`config.mk`:
```
export PLATFORM = sky130hd
export DESIGN_NAME = mdu_sequencer
export DESIGN_NICKNAME = d
export VERILOG_FILES = /design/src/rtl/mdu_sequencer_pkg.sv /design/src/rtl/mdu_sequencer_step.sv /design/src/rtl/mdu_sequencer.sv
export SDC_FILE = /design/constraint.sdc
export NUM_CORES = 1
export LEC_CHECK = 0
export CORE_MARGIN = 2
export CORE_UTILIZATION = 50
export DETAILED_ROUTE_END_ITERATION = 7
export GPL_ROUTABILITY_DRIVEN = 0
export PLACE_DENSITY = 0.8
export SLEW_MARGIN = 30
export SYNTH_ARGS = -nofsm -noshare
export SYNTH_HDL_FRONTEND = slang
export SYNTH_SLANG_ARGS = --single-unit
```
`constraint.sdc`:
```
create_clock -name i_clk -period 17.05 [get_ports i_clk]
set_clock_uncertainty 0.15 [all_clocks]
set_input_delay 5.115 -clock i_clk [delete_from_list [all_inputs] [get_ports i_clk]]
set_output_delay 5.115 -clock i_clk [all_outputs]
set_load 0.05 [all_outputs]
```
`src/rtl/mdu_sequencer_pkg.sv`:
```
// Shared constants for the MDU sequencer: ALU op codes, MDU op codes and
// FSM state encodings.
package mdu_sequencer_pkg;

    localparam logic [3:0] ALU_AND = 4'b0000;
    localparam logic [3:0] ALU_OR  = 4'b0001;
    localparam logic [3:0] ALU_ADD = 4'b0010;
    localparam logic [3:0] ALU_SUB = 4'b0110;
    localparam logic [3:0] ALU_SLT = 4'b0111;
    localparam logic [3:0] ALU_NOR = 4'b1100;
    localparam logic [3:0] ALU_XOR = 4'b1101;
    localparam logic [3:0] ALU_SLL = 4'b1000;
    localparam logic [3:0] ALU_SRL = 4'b1001;
    localparam logic [3:0] ALU_SRA = 4'b1010;

    localparam logic [1:0] MDU_MULT  = 2'b00;
    localparam logic [1:0] MDU_MULTU = 2'b01;
    localparam logic [1:0] MDU_DIV   = 2'b10;
    localparam logic [1:0] MDU_DIVU  = 2'b11;

    typedef enum logic [1:0] {
        ST_IDLE = 2'b00,
        ST_CALC = 2'b01,
        ST_FIX  = 2'b10,
        ST_DONE = 2'b11
    } state_t;

endpackage

```
`src/rtl/mdu_sequencer_step.sv`:
```
// One iteration of the MDU datapath: a shift-add multiply step or a
// restoring-divide step, built around a single add/subtract.
module mdu_sequencer_step
    import mdu_sequencer_pkg::*;
#(
    parameter int NBITS = 32
) (
    input  logic [NBITS-1:0] acc,
    input  logic [NBITS-1:0] oreg,
    input  logic [NBITS-1:0] opnd,
    input  logic             is_div,
    output logic [NBITS-1:0] acc_nx,
    output logic [NBITS-1:0] oreg_nx
);

    logic [3:0]     alu_op;
    logic [NBITS:0] a_in;
    logic [NBITS:0] b_in;
    logic [NBITS:0] sum;
    logic [NBITS:0] keep;

    // Divide: trial-subtract divisor from {rem, next dividend bit};
    // multiply: conditionally add multiplicand, then shift {acc, oreg} right.
    always_comb begin
        alu_op  = is_div ? ALU_SUB : ALU_ADD;
        a_in    = is_div ? {acc, oreg[NBITS-1]} : {1'b0, acc};
        b_in    = {1'b0, opnd};
        sum     = (alu_op == ALU_SUB) ? (a_in - b_in) : (a_in + b_in);
        keep    = '0;
        acc_nx  = acc;
        oreg_nx = oreg;
        if (is_div) begin
            // sum[NBITS] is the borrow: set means the trial went negative
            if (!sum[NBITS]) begin
                acc_nx  = sum[NBITS-1:0];
                oreg_nx = {oreg[NBITS-2:0], 1'b1};
            end else begin
                acc_nx  = a_in[NBITS-1:0];
                oreg_nx = {oreg[NBITS-2:0], 1'b0};
            end
        end else begin
            keep    = oreg[0] ? sum : {1'b0, acc};
            acc_nx  = keep[NBITS:1];
            oreg_nx = {keep[0], oreg[NBITS-1:1]};
        end
    end

endmodule

```
`src/rtl/mdu_sequencer.sv`:
```
// Iterative MULT/MULTU/DIV/DIVU sequencer owning HI/LO.
// Optional macro MDU_EARLY_OUT_EN: multiplies finish early once the
// remaining multiplier bits are all zero.
module mdu_sequencer
    import mdu_sequencer_pkg::*;
#(
    parameter int NBITS   = 32,
    parameter int MOPBITS = 2,
    parameter int CNTBITS = 6
) (
    input  logic               i_clk,
    input  logic               i_reset,
    input  logic               i_Start,
    input  logic [MOPBITS-1:0] i_Op,
    input  logic [NBITS-1:0]   i_RegA,
    input  logic [NBITS-1:0]   i_RegB,
    input  logic               i_WriteHi,
    input  logic               i_WriteLo,
    input  logic [NBITS-1:0]   i_WriteData,
    output logic               o_Busy,
    output logic               o_Done,
    output logic [NBITS-1:0]   o_Hi,
    output logic [NBITS-1:0]   o_Lo
);

    localparam logic [CNTBITS-1:0] CNT_LAST = CNTBITS'(NBITS - 1);

    state_t             state, state_nx;
    logic [CNTBITS-1:0] cnt;
    logic [NBITS-1:0]   acc, oreg, opnd, a_q;
    logic [NBITS-1:0]   acc_nx, oreg_nx, hi_res, lo_res;
    logic [NBITS-1:0]   a_mag, b_mag;
    logic [2*NBITS-1:0] prod, calc_nx;
    logic               div_q, neg_q, rneg_q, bz_q;
    logic               st_div, st_sgn, a_neg, b_neg, early;

    mdu_sequencer_step #(.NBITS(NBITS)) u_step (
        .acc     (acc),
        .oreg    (oreg),
        .opnd    (opnd),
        .is_div  (div_q),
        .acc_nx  (acc_nx),
        .oreg_nx (oreg_nx)
    );

    // Decode the incoming op and take operand magnitudes for signed ops
    always_comb begin
        st_div = (i_Op == MOPBITS'(MDU_DIV))  || (i_Op == MOPBITS'(MDU_DIVU));
        st_sgn = (i_Op == MOPBITS'(MDU_MULT)) || (i_Op == MOPBITS'(MDU_DIV));
        a_neg  = st_sgn & i_RegA[NBITS-1];
        b_neg  = st_sgn & i_RegB[NBITS-1];
        a_mag  = a_neg ? -i_RegA : i_RegA;
        b_mag  = b_neg ? -i_RegB : i_RegB;
    end

`ifdef MDU_EARLY_OUT_EN
    logic [NBITS-1:0]   mrem;
    logic [CNTBITS-1:0] shamt;

    // mrem[0] is the multiplier bit consumed this step; above it is what's left
    assign early   = !div_q && ((mrem >> 1) == '0);
    assign shamt   = CNT_LAST - cnt;
    assign calc_nx = early ? ({acc_nx, oreg_nx} >> shamt) : {acc_nx, oreg_nx};

    // Shadow copy of the multiplier, shifted without refill, for the zero test
    always_ff @(posedge i_clk or posedge i_reset) begin
        if (i_reset)                          mrem <= '0;
        else if (state == ST_IDLE && i_Start) mrem <= b_mag;
        else if (state == ST_CALC)            mrem <= mrem >> 1;
    end
`else
    assign early   = 1'b0;
    assign calc_nx = {acc_nx, oreg_nx};
`endif

    // Sign correction and divide special cases applied in FIX
    always_comb begin
        prod = {acc, oreg};
        if (neg_q) prod = -prod;
        hi_res = prod[2*NBITS-1:NBITS];
        lo_res = prod[NBITS-1:0];
        if (div_q) begin
            if (bz_q) begin
                hi_res = a_q;
                lo_res = '1;
            end else begin
                lo_res = neg_q  ? -oreg : oreg;
                hi_res = rneg_q ? -acc  : acc;
            end
        end
    end

    // State register
    always_ff @(posedge i_clk or posedge i_reset) begin
        if (i_reset) state <= ST_IDLE;
        else         state <= state_nx;
    end

    // Next-state logic
    always_comb begin
        state_nx = state;
        case (state)
            ST_IDLE: if (i_Start) state_nx = ST_CALC;
            ST_CALC: if (cnt == CNT_LAST || early) state_nx = ST_FIX;
            ST_FIX:  state_nx = ST_DONE;
            default: state_nx = ST_IDLE;
        endcase
    end

    // Operand latch, iteration datapath, counter and HI/LO
    always_ff @(posedge i_clk or posedge i_reset) begin
        if (i_reset) begin
            cnt <= '0; acc <= '0; oreg <= '0; opnd <= '0; a_q <= '0;
            div_q <= 1'b0; neg_q <= 1'b0; rneg_q <= 1'b0; bz_q <= 1'b0;
            o_Hi <= '0; o_Lo <= '0;
        end else begin
            case (state)
                ST_IDLE: begin
                    if (i_WriteHi) o_Hi <= i_WriteData;
                    if (i_WriteLo) o_Lo <= i_WriteData;
                    if (i_Start) begin
                        cnt    <= '0;
                        acc    <= '0;
                        oreg   <= st_div ? a_mag : b_mag;
                        opnd   <= st_div ? b_mag : a_mag;
                        a_q    <= i_RegA;
                        div_q  <= st_div;
                        neg_q  <= a_neg ^ b_neg;
                        rneg_q <= a_neg;
                        bz_q   <= (i_RegB == '0);
                    end
                end
                ST_CALC: begin
                    cnt         <= cnt + 1'b1;
                    {acc, oreg} <= calc_nx;
                end
                ST_FIX: begin
                    o_Hi <= hi_res;
                    o_Lo <= lo_res;
                end
                default: ;
            endcase
        end
    end

    assign o_Busy = (state == ST_CALC) || (state == ST_FIX);
    assign o_Done = (state == ST_DONE);

endmodule

```
==> results of run 1 <==
[path summary, 6_finish.rpt]
path | slack [ns] | endpoint
min in group asynchronous | 4.96 | acc[27]
max reg2reg | 10.26 | acc[24]
min reg2reg | 0.33 | o_Lo[28]
max | 9.02 | oreg[29]
max in group asynchronous | 10.51 | acc[12]
min | 0.33 | o_Lo[28]
[area by class of cell]
class	instances	area share
Tap cell	448	0.0286
Sequential cell	204	0.261
Clock inverter	13	0.00959
Clock buffer	29	0.0342
Multi-Input combinational cell	1730	0.565
Antenna cell	1	0.000128
Inverter	39	0.00812
Timing Repair Buffer	187	0.0936
[flip-flops by register name, indices dropped and copies added, names as in the netlist, 2 cells and up]
| name | flops |
|---|---|
| oreg | 32 |
| o_Hi | 32 |
| acc | 32 |
| cnt | 6 |
| o_Lo | 32 |
| opnd | 32 |
| state | 2 |
| a_q | 32 |
[worst min-delay path: stages (launching register included)]
cell	delay (ns)
dfrtp_1	0.34
nand2_1	0.05
o21ai_0	0.06
[metrics by stage]
stage               setup WS (ns)  power [mW]  cells  utilization  instance area, µm²
floorplan                    6.22        3.17   2147            -               16900
global placement             8.56        3.96   2607        0.558               18700
detailed placement           8.52        4.05   2608        0.559               18700
CTS                          9.07        4.63   2650        0.585               19600
global route                 8.71        5.00   2650        0.585               19600
finish                       9.02        4.74   2651        0.585               19600
[cell usage in the layout (no fill, tap or decap), types with 42 or more instances in the layout]
| cell type | Yosys | final |
|---|---|---|
| nand3_1 | 45 | 45 |
| mux2_2 | 85 | 85 |
| nor2_1 | 172 | 171 |
| xor2_1 | 45 | 45 |
| a21oi_1 | 225 | 223 |
| nand2_1 | 221 | 219 |
| clkdlybuf4s50_1 | 0 | 167 |
| mux2i_1 | 44 | 44 |
| ha_1 | 42 | 42 |
| nor3_1 | 70 | 70 |
| o21ai_0 | 204 | 203 |
| xnor2_1 | 131 | 131 |
| dfrtp_1 | 204 | 203 |
[logic make-up after synthesis]
| family | after synthesis | share of synthesized area |
|---|---|---|
| compound gates | 700 | 0.251 |
| simple gates | 679 | 0.191 |
| buf+inv | 213 | 0.0479 |
| flops | 204 | 0.302 |
| xor+xnor | 177 | 0.0920 |
| mux | 131 | 0.0839 |
| fa+ha+maj | 43 | 0.0322 |
[per-layer routing]
layer  up-vias  wire [µm]  part of all wire
li1       7887          -                 -
met1      8357      23300              0.38
met2      1343      25900              0.43
met3       280       8110              0.13
met4         4       3340             0.055
met5         -         25           0.00041
[power groups by stage]
stage	combinational, mW	clock (mW)	sequential (mW)
3_5_place_dp	2.98	0	1.07
5_1_grt	3.30	0.583	1.11
4_1_cts	3.00	0.561	1.07
3_3_place_gp	2.90	0	1.06
6_report	3.08	0.563	1.10
2_1_floorplan	2.05	0	1.12
==> impl_metrics.yaml, run 1 <==
outcome:
  outcome: "finished clean"
setup_path:
  cp-end-kind: "flip-flop"
  critical_path_class: "in2reg"
  crit_slowest_cell: "nor4_2"
  cp_cell_sequence: "clkdlybuf4s50_1 -> or3_1 -> or3_1 -> nor4_2 -> nand2_1 -> o41ai_1 -> xor2_1 -> mux2i_1 -> a221o_1"
  required_ns: 17.32
  crit_cells: 9
  rr_worst_depth: 19
  cpMostUsedCell: "or3_1"
  crit_family: "simple AND/OR/NAND/NOR gates"
  rr_startpoint: "opnd[2]"
  max_stage_delay_ns: 0.56
  worstPathMaxFanout: 5
  critPathLaunch: "i_RegA[2]"
  critPathBufInv: 1
  startpoint_type: "primary input"
  cp.arrival_ns: 8.30
pwr:
  p_int_mw: 2.20
  p_leak_nw: 7.75
  ir_drop_v: 0.000136
  clockPowerShare: 0.119
  p_comb_frac: 0.649
  switching_share: 0.536
  cellPowerDensity_nw_per_um2: 242
  switching_power_mw: 2.54
  seq_power_share: 0.232
die:
  io_pins: 169
  core.rowCount: 67
  die_h_um: 188
  floorplan.initialDensity: 0.506
  core_um2: 33400
  die_w_um: 188
  dieArea_um2: 35300
clock_tree:
  hold_buffers: 0
  post_cts_buffers: 0
  clock_path_buffers: 3
  ctsRootBufferMaster: "clkbuf_16"
  cts_buffers: 24
  htree_levels: 1
  clk_pin_slew_worst_paths_ns: 0.06
  cts_tree: "yes"
  clock-sinks: 204
  post_cts_resize_count: 0
  clk_latency_ns: 0.54
sta:
  finalCritPeriodShare: 0.471
  clock.fmax_mhz: 125
  setup_violations: 0
  rsz0062_at_grt: "false"
  hold_viol_final: 0
  setup_tns_ns: 0
  finalMaxSlewViolations: 0
  period_minus_slack_ns: 8.03
  tightest_slew_ns: 0.983
  holdWs_ns: 0.334
  worst_slew_margin_rel: 0.344
flow_run:
  max_cap_viol_count: 0
routing:
  postRouteAntennaNets: 0
  drt-total-wl_um: 60600
  vias_per_cell: 6.74
  drt-initial-drc-count: 2794
  wire_per_inst_um: 22.9
  num_vias: 17900
  drtPass1Iterations: 7
  remaining_drc_errors: 0
synth:
  synth_flop_cell: "dfrtp_1"
  netlist_top_cells_area: "dfrtp_1, xnor2_1, a21oi_1, o21ai_0, mux2_2"
  synthCells: 2147
  synth_largest_area_cell: "dfrtp_1"
  synth_common_cells: "a21oi_1, nand2_1, dfrtp_1, o21ai_0, nor2_1"
  synth_seq_cells: 204
  synth_most_common_cell: "a21oi_1"
  synth_fp_nets: 2293
  synth_top_area_share: 0.302
  yosysWarnings: 0
  avgSynthCellArea_um2: 7.88
  synth_area_um2: 16900
  synth_edf_count: 0
  ys_async_sr_fraction: 1.00
  seq_area_frac_synth: 0.302
  synth_cell_types: 85
global_routing:
  use_met2: 0.507
  grt_pass1_wl_um: 93500
  grtUsageMet3: 0.0792
  antenna_found_initial: 5
  top_usage_layer: "met2"
  met1_usage: 0.452
  gr-total-overflow: 0
  grt_max_degree: 129
  grt_pass1_vias: 16500
  grt.total_usage: 0.332
finish:
  nNetsFinal: 2332
  drive_above_1_share: 0.0817
  n_fill_cell: 2901
  areaGrowthSynthToFinish_pct: 15.6
  multi_input_area_um2: 11000
  final-seq-area_um2: 5110
worst_hold_path:
  worst_hold_path_type: "reg2reg"
  hp-start: "o_Lo[28]"
  holdPathStages: 2
placed_design:
  io_buffers: 168
  dp.final_hpwl_um: 45000
(Power assumes the default switching activity.)
==> run 2: changes to the inputs <==
- clock period: 17.05 -> 7.8 ns (I/O delays scaled with it)
==> run 2 against run 1 <==
  * The run now ends with design-rule violations left
  * Combinational power increased by 120%
  * Utilization decreased by 0.23 points
  * First-iteration DRC count decreased by 3.9%
  * Design area decreased by 0.40%
  * Final cell count about the same
  * Sequential cell count unchanged
  * Die area unchanged
  * Power increased by 120%
  * Routed wire length decreased by 2.3%
  * Via count decreased by 1.4%
  * Critical path depth increased by 9
  * Clock power increased by 97%
  * Critical endpoint is now acc[24]
  * Highest routed layer is now met4
==> impl_metrics.yaml, run 2 (same netlist as run 1, synthesis figures left out) <==
outcome:
  outcome: "finished with violations"
  violations: "design-rule violations"
clock_tree:
  clock_path_buffers: 3
  htree_levels: 1
  post_cts_resize_count: 0
  ctsRootBufferMaster: "clkbuf_16"
  cts_buffers: 24
  clk_pin_slew_worst_paths_ns: 0.06
  post_cts_buffers: 0
  clock-sinks: 204
  clk_latency_ns: 0.53
  cts_tree: "yes"
  hold_buffers: 0
worst_hold_path:
  worst_hold_path_type: "reg2reg"
  holdPathStages: 2
  hp-start: "o_Lo[29]"
  whs_endpoint: "o_Lo[29]"
die:
  dieArea_um2: 35300
  floorplan.initialDensity: 0.506
  core.rowCount: 67
  die_h_um: 188
  core_um2: 33400
  io_pins: 169
  die_w_um: 188
pwr:
  cellPowerDensity_nw_per_um2: 523
  p_leak_nw: 7.71
  finalPower_mw: 10.2
  ir_drop_v: 0.000261
setup_path:
  critical_path_class: "reg2reg"
  rr_worst_depth: 18
  cp.arrival_ns: 6.43
  reg2reg_to: "acc[24]"
  startpoint_type: "flip-flop"
  regToRegSetupSlack_ns: 1.63
  rr_startpoint: "opnd[2]"
  critPathBufInv: 0
  cp_cell_sequence: "or3_1 -> or3_1 -> nor4_1 -> and2b_1 -> nand2_1 -> nor2_1 -> a21oi_1 -> xnor2_1 -> ha_1 -> a21o_1 -> a21oi_1 -> o21ai_0 -> a221o_1 -> a21oi_1 -> a21oi_2 -> nor2_2 -> mux2_1 -> a221o_1"
  crit_family: "simple AND/OR/NAND/NOR gates"
  cp-end-kind: "flip-flop"
  required_ns: 8.06
  max_stage_delay_ns: 0.79
  worstPathMaxFanout: 20
  crit_slowest_cell: "nor2_2"
  cpMostUsedCell: "a21oi_1"
sta:
  finalMaxSlewViolations: 0
  finalCritPeriodShare: 0.792
  rsz0062_at_grt: "false"
  layout_setup_ws_ns: 1.63
  tightest_slew_ns: 0.979
  worst_slew_margin_rel: 0.347
  clock.fmax_mhz: 162
  setup_violations: 0
  hold_viol_final: 0
  holdWs_ns: 0.324
  period_minus_slack_ns: 6.17
  setup_tns_ns: 0
global_routing:
  grt.total_usage: 0.325
  grt_pass1_vias: 16000
  gr-total-overflow: 0
  grt_max_degree: 110
  grt_pass1_wl_um: 91400
  antenna_found_initial: 1
routing:
  top_layer: "met4"
  postRouteAntennaNets: 0
  wire_per_inst_um: 22.4
  met1Wirelength_um: 23600
  vias_per_cell: 6.65
  num_vias: 17600
  routed-wl-met2_um: 25000
  drt-initial-drc-count: 2685
  route.met3.wl_um: 7750
  remaining_drc_errors: 11
  drt-total-wl_um: 59200
  drtPass1Iterations: 8
placed_design:
  post_dp_cell_area_um2: 18700
  post-place-ws_ns: 1.69
  dp.final_hpwl_um: 45000
  io_buffers: 168
finish:
  nNetsFinal: 2334
  areaGrowthSynthToFinish_pct: 15.2
  diodes: 0
  final_common_cell: "a21oi_1"
  design_area_um2: 19500
  layout_common_cells: "a21oi_1, nand2_1, o21ai_0, dfrtp_1, nor2_1"
  n_fill_cell: 2918
  drive_above_1_share: 0.0799
flow_run:
  max_cap_viol_count: 0
-- run 2: tightest hold or removal path, cell delays in order, from the launching register on --
cell	delay (ns)
dfrtp_1	0.34
nand2_1	0.04
o21ai_0	0.05
-- run 2: how the worst max path moves through the flow --
| stage | start | endpoint | slack [ns] | cells past startpoint |
|---|---|---|---|---|
| 2_1_floorplan | i_reset | a_q[0] | 2.67 | 1 |
| 3_3_place_gp | opnd[2] | acc[24] | 1.90 | 18 |
| 3_5_place_dp | opnd[2] | acc[24] | 1.69 | 18 |
| 4_1_cts | opnd[2] | acc[24] | 1.70 | 18 |
| 5_1_grt | opnd[2] | acc[24] | 1.25 | 18 |
| 6_report | opnd[2] | acc[24] | 1.63 | 18 |
-- run 2: through the flow --
| stage | cells | utilization |
|---|---|---|
| global placement | 2609 | 0.559 |
| detailed placement | 2610 | 0.559 |
| CTS | 2650 | 0.582 |
| floorplan | 2147 | - |
| global route | 2650 | 0.583 |
| finish | 2650 | 0.583 |
-- run 2: cell type report --
cell class                 count  area, µm²  share of cell area
timing repair buffer         189       1860              0.0956
clock buffer                  32        672              0.0345
tap                          448        561              0.0288
multi-input combinational   1730      11000               0.567
inverter                      39        150             0.00770
sequential                   204       5110               0.262
clock inverter                 8       93.8             0.00481
-- run 2: power breakdown --
group	internal [mW]	switching, mW
Clock	0.665	0.444
Sequential	1.56	0.774
Combinational	2.51	4.25
Total	4.74	5.46
-- run 2: per-layer routing --
layer / global-route usage / up-vias
met5: 0 / -
met4: 0.125 / 0
met3: 0.0803 / 232
met2: 0.483 / 1229
met1: 0.455 / 8291
li1: - / 7865
